$ cat config.mk
export PLATFORM = sky130hd
export DESIGN_NAME = zimbo_ctrl_fsm
export DESIGN_NICKNAME = d
export VERILOG_FILES = /design/src/rtl/zimbo_pkg.sv /design/src/rtl/zimbo_mem_timer.sv /design/src/rtl/zimbo_ctrl_fsm.sv
export SDC_FILE = /design/constraint.sdc
export NUM_CORES = 1
export LEC_CHECK = 0
export BUFFER_PORTS_ARGS = -buffer_cell sky130_fd_sc_hd__buf_2
export CAP_MARGIN = 0
export CORE_MARGIN = 2
export CORE_UTILIZATION = 43
export DETAILED_ROUTE_END_ITERATION = 10
export GPL_TIMING_DRIVEN = 0
export MAX_ROUTING_LAYER = met4
export PLACE_DENSITY_LB_ADDON = 0.05
export SYNTH_ARGS = -nofsm -noshare
export SYNTH_HDL_FRONTEND = slang
export SYNTH_SLANG_ARGS = --single-unit
$ cat constraint.sdc
create_clock -name clk -period 1.6 [get_ports clk]
set_clock_uncertainty 0.15 [all_clocks]
set_input_delay 0.32 -clock clk [delete_from_list [all_inputs] [get_ports clk]]
set_output_delay 0.32 -clock clk [all_outputs]
set_load 0.02 [all_outputs]
$ cat src/rtl/zimbo_pkg.sv
// Shared encodings for the Zimbo control sequencer: opcodes, ALU ops, PC
// sources, register-read address sources and FSM state encodings.
// Imported by the FSM, the memory wait timer and the testbench.
package zimbo_pkg;

  // Cycles a memory request may wait for mem_ready before aborting.
  localparam int MEM_TIMEOUT = 16;

  // Opcodes (IR[15:11]); everything above OP_MUL is illegal.
  localparam logic [4:0] OP_RTYPE = 5'b00000;
  localparam logic [4:0] OP_ADDI  = 5'b00001;
  localparam logic [4:0] OP_LW    = 5'b00010;
  localparam logic [4:0] OP_SW    = 5'b00011;
  localparam logic [4:0] OP_BEQ   = 5'b00100;
  localparam logic [4:0] OP_BNE   = 5'b00101;
  localparam logic [4:0] OP_JMP   = 5'b00110;
  localparam logic [4:0] OP_MUL   = 5'b00111;

  // ALU operations (RTYPE passes func straight through).
  localparam logic [2:0] ALU_ADD   = 3'b000;
  localparam logic [2:0] ALU_SUB   = 3'b001;
  localparam logic [2:0] ALU_MULLO = 3'b110;
  localparam logic [2:0] ALU_MULHI = 3'b111;

  // PC source select.
  localparam logic [1:0] PC_IN     = 2'd0;
  localparam logic [1:0] PC_BRANCH = 2'd1;
  localparam logic [1:0] PC_JUMP   = 2'd2;

  // Register-read address-1 source.
  localparam logic [1:0] AB_FETCH = 2'd0;
  localparam logic [1:0] AB_RS    = 2'd1;
  localparam logic [1:0] AB_HI    = 2'd2;

  // FSM state encodings.
  localparam logic [2:0] ST_FETCH  = 3'd0;
  localparam logic [2:0] ST_DECODE = 3'd1;
  localparam logic [2:0] ST_EXEC   = 3'd2;
  localparam logic [2:0] ST_MEM    = 3'd3;
  localparam logic [2:0] ST_WB     = 3'd4;
  localparam logic [2:0] ST_WB_HI  = 3'd5;

  typedef enum logic [2:0] {
    S_FETCH  = ST_FETCH,
    S_DECODE = ST_DECODE,
    S_EXEC   = ST_EXEC,
    S_MEM    = ST_MEM,
    S_WB     = ST_WB,
    S_WB_HI  = ST_WB_HI
  } state_t;

  function automatic logic op_legal(input logic [4:0] op);
    return (op <= OP_MUL);
  endfunction

endpackage

$ cat src/rtl/zimbo_mem_timer.sv
// Purpose: counts consecutive cycles a memory request waits for mem_ready.
// Latency: expired is combinational in the LIMIT-th waiting cycle.
// Backpressure: none of its own; it only observes the FSM's wait condition.
// Ports: clk/rst_n (sync, active-low), start (clear on FETCH/MEM entry),
//        waiting (request pending, no ready), expired (abort this cycle).
module zimbo_mem_timer
  import zimbo_pkg::*;
#(
  parameter int LIMIT = MEM_TIMEOUT
) (
  input  logic clk,
  input  logic rst_n,
  input  logic start,
  input  logic waiting,
  output logic expired
);

  localparam int W = $clog2(LIMIT);

  logic [W-1:0] cnt;

  always_ff @(posedge clk) begin
    if (!rst_n || start) begin
      cnt <= '0;
    end else if (waiting) begin
      cnt <= cnt + 1'b1;
    end
  end

  // cnt holds the number of earlier waiting cycles, so the LIMIT-th waiting
  // cycle sees LIMIT-1. A ready in that cycle clears waiting and wins.
  assign expired = waiting && (cnt == W'(LIMIT - 1));

endmodule

$ cat src/rtl/zimbo_ctrl_fsm.sv
// Purpose: multi-cycle control sequencer for the Zimbo 16-bit datapath.
// Latency: RTYPE/ADDI/SW 4, LW/MUL 5, BEQ/BNE/JMP 3, illegal 2 cycles at zero wait.
// Backpressure: stalls in FETCH/MEM while mem_ready is low; aborts after MEM_TIMEOUT.
// Ports: opcode/func/rdestBit0 from IR, zero from ALU, mem_ready from memory;
//        outputs are datapath selects, PC/IR/regfile strobes, memory request, illegal.
module zimbo_ctrl_fsm
  import zimbo_pkg::*;
(
  input  logic       clk,
  input  logic       rst_n,
  input  logic [4:0] opcode,
  input  logic [2:0] func,
  input  logic       rdestBit0,
  input  logic       zero,
  input  logic       mem_ready,
  output logic       irwrite,
  output logic       pcwrite,
  output logic [1:0] pcsrc,
  output logic       mem_req,
  output logic       mem_we,
  output logic       insdat,
  output logic       mem_alu,
  output logic       alusrc,
  output logic       mulreg,
  output logic [1:0] addrbase,
  output logic [2:0] aluop,
  output logic       regwrite,
  output logic       illegal
);

  state_t state, state_nxt;
  logic   mem_phase, waiting, expired, timer_start;
  logic   is_sw;

  always_ff @(posedge clk) begin
    if (!rst_n) begin
      state <= S_FETCH;
    end else begin
      state <= state_nxt;
    end
  end

  assign mem_phase = (state == S_FETCH) || (state == S_MEM);
  assign waiting   = mem_phase && !mem_ready;
  assign is_sw     = (opcode == OP_SW);

  // Clear the wait counter whenever a fresh access begins, including the
  // FETCH -> FETCH restart after a timeout.
  assign timer_start = ((state_nxt == S_FETCH) || (state_nxt == S_MEM)) &&
                       ((state_nxt != state) || expired);

  zimbo_mem_timer #(
    .LIMIT(MEM_TIMEOUT)
  ) u_timer (
    .clk    (clk),
    .rst_n  (rst_n),
    .start  (timer_start),
    .waiting(waiting),
    .expired(expired)
  );

  always_comb begin
    state_nxt = state;
    irwrite   = 1'b0;
    pcwrite   = 1'b0;
    pcsrc     = PC_IN;
    mem_req   = 1'b0;
    mem_we    = 1'b0;
    insdat    = 1'b0;
    mem_alu   = 1'b0;
    alusrc    = 1'b0;
    mulreg    = 1'b0;
    addrbase  = AB_RS;
    aluop     = ALU_ADD;
    regwrite  = 1'b0;
    illegal   = 1'b0;

    case (state)
      S_FETCH: begin
        addrbase = AB_FETCH;
        mem_req  = 1'b1;
        if (mem_ready) begin
          irwrite   = 1'b1;
          pcwrite   = 1'b1;
          pcsrc     = PC_IN;
          state_nxt = S_DECODE;
        end else if (expired) begin
          illegal   = 1'b1;
          state_nxt = S_FETCH;
        end
      end

      S_DECODE: begin
        alusrc = 1'b1;
        if (!op_legal(opcode) || ((opcode == OP_MUL) && rdestBit0)) begin
          illegal   = 1'b1;
          state_nxt = S_FETCH;
        end else begin
          state_nxt = S_EXEC;
        end
      end

      S_EXEC: begin
        case (opcode)
          OP_RTYPE: begin
            alusrc    = 1'b1;
            aluop     = func;
            state_nxt = S_WB;
          end
          OP_MUL: begin
            alusrc    = 1'b1;
            state_nxt = S_WB;
          end
          OP_ADDI: begin
            aluop     = ALU_ADD;
            state_nxt = S_WB;
          end
          OP_LW, OP_SW: begin
            aluop     = ALU_ADD;
            state_nxt = S_MEM;
          end
          OP_BEQ: begin
            alusrc    = 1'b1;
            aluop     = ALU_SUB;
            pcsrc     = PC_BRANCH;
            pcwrite   = zero;
            state_nxt = S_FETCH;
          end
          OP_BNE: begin
            alusrc    = 1'b1;
            aluop     = ALU_SUB;
            pcsrc     = PC_BRANCH;
            pcwrite   = !zero;
            state_nxt = S_FETCH;
          end
          OP_JMP: begin
            pcwrite   = 1'b1;
            pcsrc     = PC_JUMP;
            state_nxt = S_FETCH;
          end
          default: state_nxt = S_FETCH;
        endcase
      end

      S_MEM: begin
        insdat  = 1'b1;
        mem_req = 1'b1;
        aluop   = ALU_ADD;
        alusrc  = 1'b0;
        // Write strobe is withdrawn in the abort cycle so nothing is stored.
        mem_we  = is_sw && !expired;
        if (mem_ready) begin
          state_nxt = is_sw ? S_FETCH : S_WB;
        end else if (expired) begin
          illegal   = 1'b1;
          state_nxt = S_FETCH;
        end
      end

      S_WB: begin
        regwrite = 1'b1;
        mem_alu  = (opcode == OP_LW);
        if (opcode == OP_MUL) begin
          aluop     = ALU_MULLO;
          state_nxt = S_WB_HI;
        end else begin
          state_nxt = S_FETCH;
        end
      end

      S_WB_HI: begin
        regwrite  = 1'b1;
        aluop     = ALU_MULHI;
        mulreg    = 1'b1;
        addrbase  = AB_HI;
        state_nxt = S_FETCH;
      end

      default: state_nxt = S_FETCH;
    endcase

    // Outputs are forced quiet while reset is asserted, whatever the state.
    if (!rst_n) begin
      irwrite  = 1'b0;
      pcwrite  = 1'b0;
      pcsrc    = 2'd0;
      mem_req  = 1'b0;
      mem_we   = 1'b0;
      insdat   = 1'b0;
      mem_alu  = 1'b0;
      alusrc   = 1'b0;
      mulreg   = 1'b0;
      addrbase = 2'd0;
      aluop    = 3'd0;
      regwrite = 1'b0;
      illegal  = 1'b0;
    end
  end

endmodule

# After elaboration in Yosys (flattened, before gate mapping)
# Index checks and enable logic that the tools add are counted.
# totals
ff_bits	7
latchBits	0
ram_bits	0
rom_bits	0
elab_cells	86
mem_count	0
# classes
addsub	1
multipliers	0
n_div	0
order_cmp	1
eq_ne	15
shifts	0
mux	43
bitwise	0
n_reduce_logical	24
# ops
cell	count
1-bit two-way mux	22
3-bit two-way mux	7
5-bit by 3-bit equality test with 1-bit output (second input constant)	4
3-bit case mux with 5 select lines	1
3-bit case mux with 2 select lines	2
5-bit by 2-bit equality test with 1-bit output (second input constant)	2
3-bit by 2-bit equality test with 1-bit output (second input constant)	3
3-bit case mux with 3 select lines	1
2-bit two-way mux	4
2-bit case mux with 2 select lines	2
2-bit OR reduction	4
3-bit equality test (second input constant)	2
3-bit logical NOT	2
1-bit case mux with 2 select lines	3
5-bit by 1-bit equality test with 1-bit output (second input constant)	1
5-bit by 3-bit less-or-equal comparator with 1-bit output (second input constant)	1
1-bit logical AND	5
1-bit logical NOT	5
5-bit logical NOT	1
1-bit logical OR	5
4-bit by 1-bit adder with 4-bit output (second input constant)	1
4-bit equality test (second input constant)	1
4-bit OR reduction	1
3-bit by 1-bit equality test with 1-bit output (second input constant)	1
other kinds (3)	3

# Logic depth before layout (Yosys ltp)
# Gate-level depths: netlist of the first run.
# logic_depth
depth_word	11
mapped_depth	5
depth_no_buf	5

# Modules after synthesis
# Synthesis of the first run repeated with hierarchy kept, for this count alone.
# hier_totals
cells_unflattened	98
area_unflattened_um2	735.7
# by_module_without_submodules
module	instances	cells_each	area_each_um2	seq_area_each_um2
zimbo_ctrl_fsm	1	80	544.3	60.1
zimbo_mem_timer	1	18	191.4	80.1

# Least setup slack after synthesis of the first run
# OpenSTA, ideal clock, no wires.
# synth_path
path_kind	input-to-output
startpoint	input port opcode[2]
endpoint	output port aluop[1]
arrival_ns	1.469
path_slack_ns	-0.339
path_stages	4
path_cell_list	or3_4 nor4b_4 nand2_1 a31oi_1
# synth_via
elab_chain_cells	5
word_cells_on_any_way	9
classes_between	eq/ne: 3; mux: 4; reduce/logical: 2
# synth_lines
item	line	rtl
start, declared	zimbo_ctrl_fsm.sv:11	input logic [4:0] opcode,
5-bit by 3-bit equality test with 1-bit output	zimbo_ctrl_fsm.sv:104	case (opcode)
2-bit OR reduction (no source line)	-	
3-bit case mux with 2 select lines	zimbo_ctrl_fsm.sv:104	
3-bit case mux with 3 select lines (*)	zimbo_ctrl_fsm.sv:78	case (state)
3-bit two-way mux (*)	zimbo_ctrl_fsm.sv:183	if (!rst_n) begin
end, declared	zimbo_ctrl_fsm.sv:26	output logic [2:0] aluop,
# Mark *: on every way between the ends. The rest lies on a longest branch, timed or not.

# Worst setup path after layout of the first run
# layout_path
startpoint	register state[0]
endpoint	output port mem_we
# layout_via
elab_chain_cells	8
word_cells_on_any_way	9
classes_between	eq/ne: 1; mux: 2; reduce/logical: 6
# layout_lines
item	line	rtl
start, declared	zimbo_ctrl_fsm.sv:31	state_t state, state_nxt;
start signal, assigned	zimbo_ctrl_fsm.sv:39	state <= state_nxt;
3-bit by 2-bit equality test with 1-bit output / 3-bit logical NOT (equally long branches)	zimbo_ctrl_fsm.sv:43, zimbo_ctrl_fsm.sv:78	
1-bit logical OR	zimbo_ctrl_fsm.sv:43	assign mem_phase = (state == S_FETCH) || (state == S_MEM);
1-bit logical AND	zimbo_ctrl_fsm.sv:44	assign waiting = mem_phase && !mem_ready;
1-bit logical AND	zimbo_mem_timer.sv:32	assign expired = waiting && (cnt == W'(LIMIT - 1));
1-bit logical NOT	zimbo_ctrl_fsm.sv:151	mem_we = is_sw && !expired;
1-bit logical AND	zimbo_ctrl_fsm.sv:151	
1-bit two-way mux (*)	zimbo_ctrl_fsm.sv:78	
1-bit two-way mux (*)	zimbo_ctrl_fsm.sv:183	
end, declared	zimbo_ctrl_fsm.sv:20	output logic mem_we,
# Marked as above.

==> impl_metrics.env, run 1 <==
export IMPL_ir_drop_worst_case_vdd_mv=0.520
export IMPL_die_height_um=46.4
export IMPL_failed_checks="setup timing"
export IMPL_start_util_pct=45.3
export IMPL_min_period_ps=2210
export IMPL_timing_rr_start="state[0]"
export IMPL_postSynth_topFlopCell="dfxtp_1"
export IMPL_synth_sequential_area_ratio_pct=18.1
export IMPL_whs_ps=350
export IMPL_port_buffers=29
export IMPL_use_met3_pct=5.49
export IMPL_fmax_mhz=453
export IMPL_finalWeightedCongestion=0.834
export IMPL_power_per_cell_area_nw_per_um2=401
export IMPL_detailed_route_wl_mm=2.62
export IMPL_drv_max_cap_violation_count=0
export IMPL_core_area_um2=1710
export IMPL_nNetsFinal=156
export IMPL_run_status="complete, but fails checks"
export IMPL_worstPathCellList="xor2_2 > or3_4 > or2_4 > and3b_2 > buf_6"
export IMPL_worst_endpoint_required_ps=1130
export IMPL_syn_num_nets=111
export IMPL_number_of_flops_mapped_to_enable_cells_by_yosys=0
export IMPL_die_w_um=46.4
export IMPL_synth_cells=97
export IMPL_timing_critical_path_arrival_ps=1740
export IMPL_overflow=0
export IMPL_cts_htree_levels=1
export IMPL_async_reset_ff_share_pct=0
export IMPL_grtUsageMet2_pct=47.5
export IMPL_timing_critical_path_slowest_cell_delay_ps=380
export IMPL_longest_clk_path_bufs=2
export IMPL_synth_avg_cell_area_um2=7.97
export IMPL_detailedRoute_firstPassIterationCount=4
export IMPL_top_usage_layer="met2"
export IMPL_place_hpwl_mm=1.59
export IMPL_first_global_vias=959
export IMPL_total_power_mw=0.563
export IMPL_clock_tree_root_cell="clkbuf_4"
export IMPL_grt_setup_unrepaired="yes"
export IMPL_worstHoldStart="rst_n"
export IMPL_post_drt_wl_per_cell_um=15.8
export IMPL_layout_setup_ws_ps=-605
export IMPL_slew_viol_final=0
export IMPL_final_common_cell="buf_6"
export IMPL_cts_made_buffers=3
export IMPL_layout_worst_path_cycle_share_pct=138
export IMPL_post_layout_nonfiller_instances=166
export IMPL_crit_buf_inv=1
export IMPL_worstMarginPinSlew_ps=403
export IMPL_worst_path_max_delay_cell="or3_4"
export IMPL_initial_antenna_violation_count=0
export IMPL_critPathMaxFanout=3
export IMPL_row_count=15
export IMPL_tritoncts="done"
export IMPL_count_of_antenna_diodes_in_the_layout=0
export IMPL_grt_max_degree=11
export IMPL_worst_slew_margin_rel_pct=72.9
export IMPL_design_die_area_um2=2150
export IMPL_synth_warning_count=0
export IMPL_postCtsHoldBufs=0
export IMPL_most_common_layout_cells="buf_6 (19), buf_2 (13), buf_4 (11)"
export IMPL_postRouteAntennaNets=0
export IMPL_setup_violations=21
export IMPL_timing_critical_path_from_type="register"
export IMPL_finalCoreUtilization_pct=82.1
export IMPL_timing_hold_worst_class="primary input to register"
export IMPL_yosysUniqueCellTypes=41
export IMPL_synthesis_to_layout_area_growth_pct=81.4
export IMPL_boundaryPins=30
export IMPL_worstSetupStartpoint="state[0]"
export IMPL_cts_clk_slew_worst_paths_ps=50
export IMPL_power_static_leakage_nw=0.574
export IMPL_dr_total_vias=943
export IMPL_post_route_cells_drive_above_1_share_pct=64.5
export IMPL_critical_path_top_delay_family="simple AND/OR/NAND/NOR gates"
export IMPL_routed_via_density=5.68
export IMPL_grt_first_pass_wirelength_mm=4.24
export IMPL_detail_route_iter0_violations=19
export IMPL_timing_final_hold_violations=0
export IMPL_global_router_s_overall_resource_usage_pct=28.3
export IMPL_placed_cells_incl_taps=151
export IMPL_synth_ff_latch_count=7
export IMPL_critPathKind="register to primary output"
export IMPL_globalRouteMet1Util_pct=34.7
export IMPL_cts_num_sinks=7
export IMPL_synth_area_um2=773
export IMPL_cp_end_kind="primary output"
export IMPL_clock_insertion_delay_worst_skew_ps=250
export IMPL_route_detailed_drc=0
## cell type report
cell class                      count  area (um^2)
Fill cell                         111          305
Multi-Input combinational cell     85          816
Buffer                              3         31.3
Timing Repair Buffer               41          345
Tap cell                           25         31.3
Sequential cell                     7          149
Inverter                            1         3.75
Clock buffer                        4         26.3
## final timing paths
kind	end	slack, ps	cells after the start
max	mem_we	-610	5
min	state[2]	350	3
max reg2reg	u_timer.cnt[2]	-70	5
min reg2reg	u_timer.cnt[1]	410	2
## worst min-delay path, cell delays in order
cell       delay [ps]
buf_2             170
o2111ai_4         140
o21ai_2            70
## sequential cells by signal, summed over array words and instances, names as in the netlist
signal,flops
u_timer.cnt,4
state,3
## power by group
| part | internal, mW | switching, mW |
|---|---|---|
| Combinational | 0.0987 | 0.119 |
| Clock | 0.0951 | 0.0635 |
| Sequential | 0.179 | 0.00751 |
| Total | 0.373 | 0.190 |
## cell usage after synthesis (3+ instances only)
| cell | number | area share (%) |
|---|---|---|
| a21oi_1 | 3 | 1.9 |
| a21oi_2 | 4 | 4.5 |
| a31oi_1 | 4 | 3.2 |
| and3_1 | 3 | 2.4 |
| dfxtp_1 | 7 | 18 |
| nand2_1 | 9 | 4.4 |
| nand3_1 | 4 | 2.6 |
| nor2_1 | 11 | 5.3 |
| nor2b_1 | 5 | 4.0 |
| nor3_1 | 3 | 1.9 |
| o22ai_1 | 3 | 2.4 |
| xor2_1 | 6 | 6.8 |
## metal layers
metal | vias to the layer above | wire length [um]
li1 | 452 | -
met1 | 460 | 1110
met2 | 31 | 1420
met3 | 0 | 98
met4 | 0 | 0
met5 | - | 0
## per-stage QoR
stage,setup slack (ps),setup TNS [ps],area [um^2]
after floorplan,-215,-1270,867
after global placement,-498,-4870,1040
after detailed placement,-517,-5220,1040
after CTS,-586,-6220,1360
after global routing,-650,-8040,1400
final,-605,-6540,1400
## kinds of logic after synthesis
group | after synthesis | synth area share [%]
flops | 7 | 18.1
compound gates | 25 | 26.4
xor+xnor | 6 | 6.80
mux | 1 | 1.29
fa+ha+maj | 1 | 1.62
simple gates | 52 | 41.6
buf+inv | 5 | 4.21
## repair_timing
action                                 4_1_cts  5_1_grt
buffers inserted                            11        1
setup endpoints to repair                   21       23
pin swaps                                   18        6
gates resized for setup                     58       14
endpoints found under the hold margin        0        0
Note: power is estimated with default switching activity, not from simulation.
==> run 2, diff against run 1 <==
Settings changed: CORE_UTILIZATION 43 to 47, REMOVE_ABC_BUFFERS set to 1, SETUP_SLACK_MARGIN set to 0.02.
Clock period 1.6 ns to 2.5 ns, I/O delays scaled along.
==> run 2 against run 1 <==
Effect of this change: count of clock-buffer cells in the layout stayed put; the flow now finishes without violations; critical path type unchanged; utilization decreased by 16 points; final area fell by 28%; first-iteration DRC count decreased by 53%; largest cell class unchanged.
==> impl_metrics.env, run 2 (synthesis results as in run 1) <==
export IMPL_worstHoldStart="u_timer.cnt[1]"
export IMPL_slew_viol_final=0
export IMPL_synthesis_to_layout_area_growth_pct=29.8
export IMPL_n_fill_cell=138
export IMPL_hold_path_depth=2
export IMPL_route_detailed_drc=0
export IMPL_die_height_um=44.6
export IMPL_worstPathCellList="xor2_1 > or3_4 > or2_1 > a21oi_1 > buf_2"
export IMPL_timing_critical_path_slowest_cell_delay_ps=380
export IMPL_boundaryPins=30
export IMPL_min_period_ps=2420
export IMPL_clock_insertion_delay_worst_skew_ps=250
export IMPL_timing_hold_worst_class="register to register"
export IMPL_max_flop_register="u_timer.cnt"
export IMPL_design_die_area_um2=1990
export IMPL_detailedRoute_firstPassIterationCount=4
export IMPL_power_per_cell_area_nw_per_um2=315
export IMPL_clock_tree_root_cell="clkbuf_4"
export IMPL_fmax_mhz=413
export IMPL_count_of_antenna_diodes_in_the_layout=0
export IMPL_placed_cells_incl_taps=138
export IMPL_layout_worst_path_cycle_share_pct=96.8
export IMPL_timing_final_hold_violations=0
export IMPL_dr_total_vias=826
export IMPL_final_common_cell="buf_2"
export IMPL_whs_endpoint="u_timer.cnt[1]"
export IMPL_place_hpwl_mm=1.46
export IMPL_post_layout_nonfiller_instances=147
export IMPL_die_w_um=44.6
export IMPL_cts_clk_slew_worst_paths_ps=50
export IMPL_most_common_layout_cells="buf_2 (26), nor2_1 (11), nand2_1 (9)"
export IMPL_cts_htree_levels=1
export IMPL_run_status="finished clean"
export IMPL_cts_num_sinks=7
export IMPL_worst_slew_margin_rel_pct=76.7
export IMPL_overflow=0
export IMPL_timing_critical_path_arrival_ps=1770
export IMPL_finalWeightedCongestion=0.825
export IMPL_worst_path_max_delay_cell="dfxtp_4"
export IMPL_timing_rr_start="state[0]"
export IMPL_worst_r2r_path_depth=5
export IMPL_timing_critical_path_from_type="register"
export IMPL_cp_end_kind="primary output"
export IMPL_cts_made_buffers=3
export IMPL_whs_ps=424
export IMPL_first_global_vias=714
export IMPL_rrSetupSlack_ps=820
export IMPL_routed_via_density=5.62
export IMPL_grt_first_pass_wirelength_mm=3.18
export IMPL_worst_endpoint_required_ps=1850
export IMPL_total_power_mw=0.316
export IMPL_post_route_cells_drive_above_1_share_pct=42.0
export IMPL_post_drt_wl_per_cell_um=13.5
export IMPL_longest_clk_path_bufs=2
export IMPL_power_static_leakage_nw=0.470
export IMPL_start_util_pct=50.7
export IMPL_detail_route_iter0_violations=9
export IMPL_critPathMaxFanout=10
export IMPL_setup_total_negative_slack_ps=0
export IMPL_biggestRegsByFlops="u_timer.cnt x4, state x3"
export IMPL_postRouteAntennaNets=0
export IMPL_row_count=14
export IMPL_critPathKind="register to primary output"
export IMPL_drv_max_cap_violation_count=0
export IMPL_grt_max_degree=15
export IMPL_setup_violations=0
export IMPL_tritoncts="done"
export IMPL_r2r_end="u_timer.cnt[0]"
export IMPL_nNetsFinal=146
export IMPL_number_of_flip_flops_in_the_largest_register=4
export IMPL_grt_setup_unrepaired="no"
export IMPL_global_router_s_overall_resource_usage_pct=22.4
export IMPL_detailed_route_wl_mm=1.99
export IMPL_worstMarginPinSlew_ps=347
export IMPL_finalCoreUtilization_pct=65.8
export IMPL_ir_drop_worst_case_vdd_mv=0.237
export IMPL_postCtsHoldBufs=0
export IMPL_port_buffers=29
export IMPL_initial_antenna_violation_count=0
export IMPL_core_area_um2=1520
==> run 2: cell count changes in the layout (fill, tap and decap cells not counted), sizes merged <==
cell,previous run,this run
buf,44,34
==> run 2: final cells by class <==
| type | count | area, um^2 | share of cell area [%] |
|---|---|---|---|
| multi-input cells | 85 | 611 | 60.8 |
| inverters | 1 | 3.75 | 0.374 |
| clock buffers | 4 | 26.3 | 2.62 |
| repair buffers | 34 | 194 | 19.3 |
| flip-flops and latches | 7 | 149 | 14.8 |
| well taps | 16 | 20.0 | 2.00 |
==> run 2: per-layer routing <==
metal	up-vias	global-route usage [%]	wire length (um)
met4	0	3.64	0
met5	-	-	0
met1	372	30.5	944
met3	0	6.12	106
li1	429	-	-
met2	25	33.3	936
==> run 2: critical path, delay by kind of cell (launching register included) <==
kind / cells / cell delay, ps
and+or+nand+nor: 2 / 610
buffers and inverters: 1 / 180
AOI/OAI and AO/OA: 1 / 140
DFF: 1 / 380
xor gates and xnor gates: 1 / 210
==> run 2: worst max-delay path by stage <==
stage,start,endpoint,slack (ps),cells past startpoint
final,state[0],illegal,80,5
after floorplan,opcode[2],aluop[1],200,4
after global routing,state[0],mem_we,30,5
after global placement,opcode[1],aluop[0],80,6
after CTS,state[0],illegal,40,5
after detailed placement,opcode[1],aluop[1],70,6
==> run 2: what timing repair did <==
| action | CTS | global route |
|---|---|---|
| endpoints found under the setup margin | 7 | 6 |
| pin swaps | 0 | 8 |
| setup buffers | 0 | 5 |
| resized for setup | 2 | 10 |
==> run 2: per-stage QoR <==
stage / instance area (um^2) / worst slack, ps
2_1_floorplan: 744 / 201
3_3_place_gp: 910 / 76.0
3_5_place_dp: 910 / 66.7
4_1_cts: 938 / 36.0
5_1_grt: 1000 / 29.5
6_report: 1000 / 79.5
==> run 2: where the power goes <==
group	total, mW	switching, mW	internal, mW
sequential	0.122	0.00726	0.115
combinational	0.0912	0.0519	0.0394
clock	0.102	0.0414	0.0609
total	0.316	0.100	0.215
==> run 3, diff against run 2 <==
Settings changed: BUFFER_PORTS_ARGS -buffer_cell sky130_fd_sc_hd__buf_2 to -buffer_cell sky130_fd_sc_hd__clkbuf_2, PLACE_DENSITY set to 0.78, PLACE_DENSITY_LB_ADDON 0.05 to not set.
==> run 3 against run 2 <==
Effect of this change: combinational power shrank 2%; count of clock-buffer cells in the layout down 1; critical path depth did not move; power increased by 0.96%.
==> impl_metrics.env, run 3 (synthesis results as in run 1) <==
export IMPL_clock_tree_root_cell="clkbuf_4"
export IMPL_number_of_flip_flops_in_the_largest_register=4
export IMPL_critPathMaxFanout=9
export IMPL_row_count=14
export IMPL_boundaryPins=30
export IMPL_detailedRoute_firstPassIterationCount=4
export IMPL_detail_route_iter0_violations=32
export IMPL_longest_clk_path_bufs=2
export IMPL_finalWeightedCongestion=0.861
export IMPL_multi_input_area_um2=607
export IMPL_global_router_s_overall_resource_usage_pct=22.3
export IMPL_timing_critical_path_from_type="register"
export IMPL_design_die_area_um2=1990
export IMPL_grt_first_pass_wirelength_mm=3.10
export IMPL_start_util_pct=50.7
export IMPL_layout_cell_area_non_filler_um2=995
export IMPL_run_status="finished clean"
export IMPL_routed_via_density=6.16
export IMPL_nNetsFinal=146
export IMPL_slew_viol_final=0
export IMPL_worst_endpoint_required_ps=1850
export IMPL_final_common_cell="clkbuf_2"
export IMPL_grt_max_degree=15
export IMPL_register_area_um2=149
export IMPL_timing_critical_path_arrival_ps=1780
export IMPL_min_period_ps=2430
export IMPL_postCtsHoldBufs=0
export IMPL_power_static_leakage_nw=0.462
export IMPL_biggestRegsByFlops="u_timer.cnt x4, state x3"
export IMPL_cp_end_kind="primary output"
export IMPL_fmax_mhz=412
export IMPL_power_per_cell_area_nw_per_um2=320
export IMPL_n_fill_cell=134
export IMPL_cts_clk_slew_worst_paths_ps=50
export IMPL_grt_setup_unrepaired="no"
export IMPL_max_flop_register="u_timer.cnt"
export IMPL_ir_drop_worst_case_vdd_mv=0.216
export IMPL_detailed_route_wl_mm=2.03
export IMPL_most_common_layout_cells="clkbuf_2 (24), nor2_1 (11), nand2_1 (9)"
export IMPL_setup_violations=0
export IMPL_post_drt_wl_per_cell_um=13.8
export IMPL_initial_antenna_violation_count=0
export IMPL_count_of_antenna_diodes_in_the_layout=0
export IMPL_dpl_cell_area_um2=910
export IMPL_worstMarginPinSlew_ps=394
export IMPL_cts_htree_levels=1
export IMPL_first_global_vias=725
export IMPL_tritoncts="done"
export IMPL_setup_total_negative_slack_ps=0
export IMPL_clock_insertion_delay_worst_skew_ps=270
export IMPL_port_buffers=29
export IMPL_post_route_cells_drive_above_1_share_pct=42.0
export IMPL_dr_total_vias=906
export IMPL_overflow=0
export IMPL_cts_made_buffers=3
export IMPL_place_hpwl_mm=1.44
export IMPL_postRouteAntennaNets=0
export IMPL_core_area_um2=1520
export IMPL_timing_final_hold_violations=0
export IMPL_worst_slew_margin_rel_pct=73.5
export IMPL_die_height_um=44.6
export IMPL_synthesis_to_layout_area_growth_pct=28.6
export IMPL_layout_worst_path_cycle_share_pct=97.1
export IMPL_timing_hold_worst_class="register to register"
export IMPL_critPathKind="register to primary output"
export IMPL_route_detailed_drc=0
export IMPL_cts_num_sinks=7
export IMPL_die_w_um=44.6
export IMPL_drv_max_cap_violation_count=0
[run 3: path summary, 6_finish.rpt]
check / from / slack (ps) / endpoint / cells after the start
worst min register to register: u_timer.cnt[1] / 400 / u_timer.cnt[1] / 2
worst max register to register: state[0] / 850 / u_timer.cnt[3] / 5
worst max-delay path: state[0] / 70 / mem_we / 5
worst min-delay path: u_timer.cnt[1] / 400 / u_timer.cnt[1] / 2
[run 3: final cells by class]
class	count	area share [%]
Multi-Input combinational cell	85	61.0
Sequential cell	7	15.0
Clock buffer	3	2.26
Timing Repair Buffer	34	18.9
Inverter	1	0.377
Clock inverter	1	0.503
Tap cell	16	2.01
[run 3: per-layer routing]
metal | global-route usage (%) | vias to the layer above | wire [um]
met5 | - | - | 0
met4 | 12.7 | 0 | 69
met3 | 6.53 | 11 | 149
met2 | 33.9 | 44 | 981
met1 | 25.7 | 421 | 831
li1 | - | 430 | -
[run 3: stage by stage]
stage / power [mW] / hold slack [ps] / std cells / utilization (%) / setup slack, ps
2_1_floorplan: 0.176 / 374 / 93 / - / 201
3_3_place_gp: 0.207 / 386 / 138 / 59.7 / 47.1
3_5_place_dp: 0.208 / 396 / 138 / 59.7 / 30.7
4_1_cts: 0.317 / 409 / 142 / 61.8 / 26.4
5_1_grt: 0.338 / 462 / 147 / 65.3 / 5.94
6_report: 0.319 / 403 / 147 / 65.3 / 73.3
[run 3: repair_timing]
item                       CTS  global route
buffers inserted             0             5
resized for setup            3            10
pin swaps                    0             2
setup endpoints to repair    8             6
[run 3: worst max-delay path, cell delays in order, from the launching register on]
cell	delay, ps
dfxtp_4	380
xor2_1	200
or3_4	370
or2_1	250
and3b_1	160
clkbuf_2	150
[run 3: where the power goes]
part / internal [mW] / switching, mW
clock network: 0.0588 / 0.0488
logic: 0.0373 / 0.0524
registers: 0.115 / 0.00662
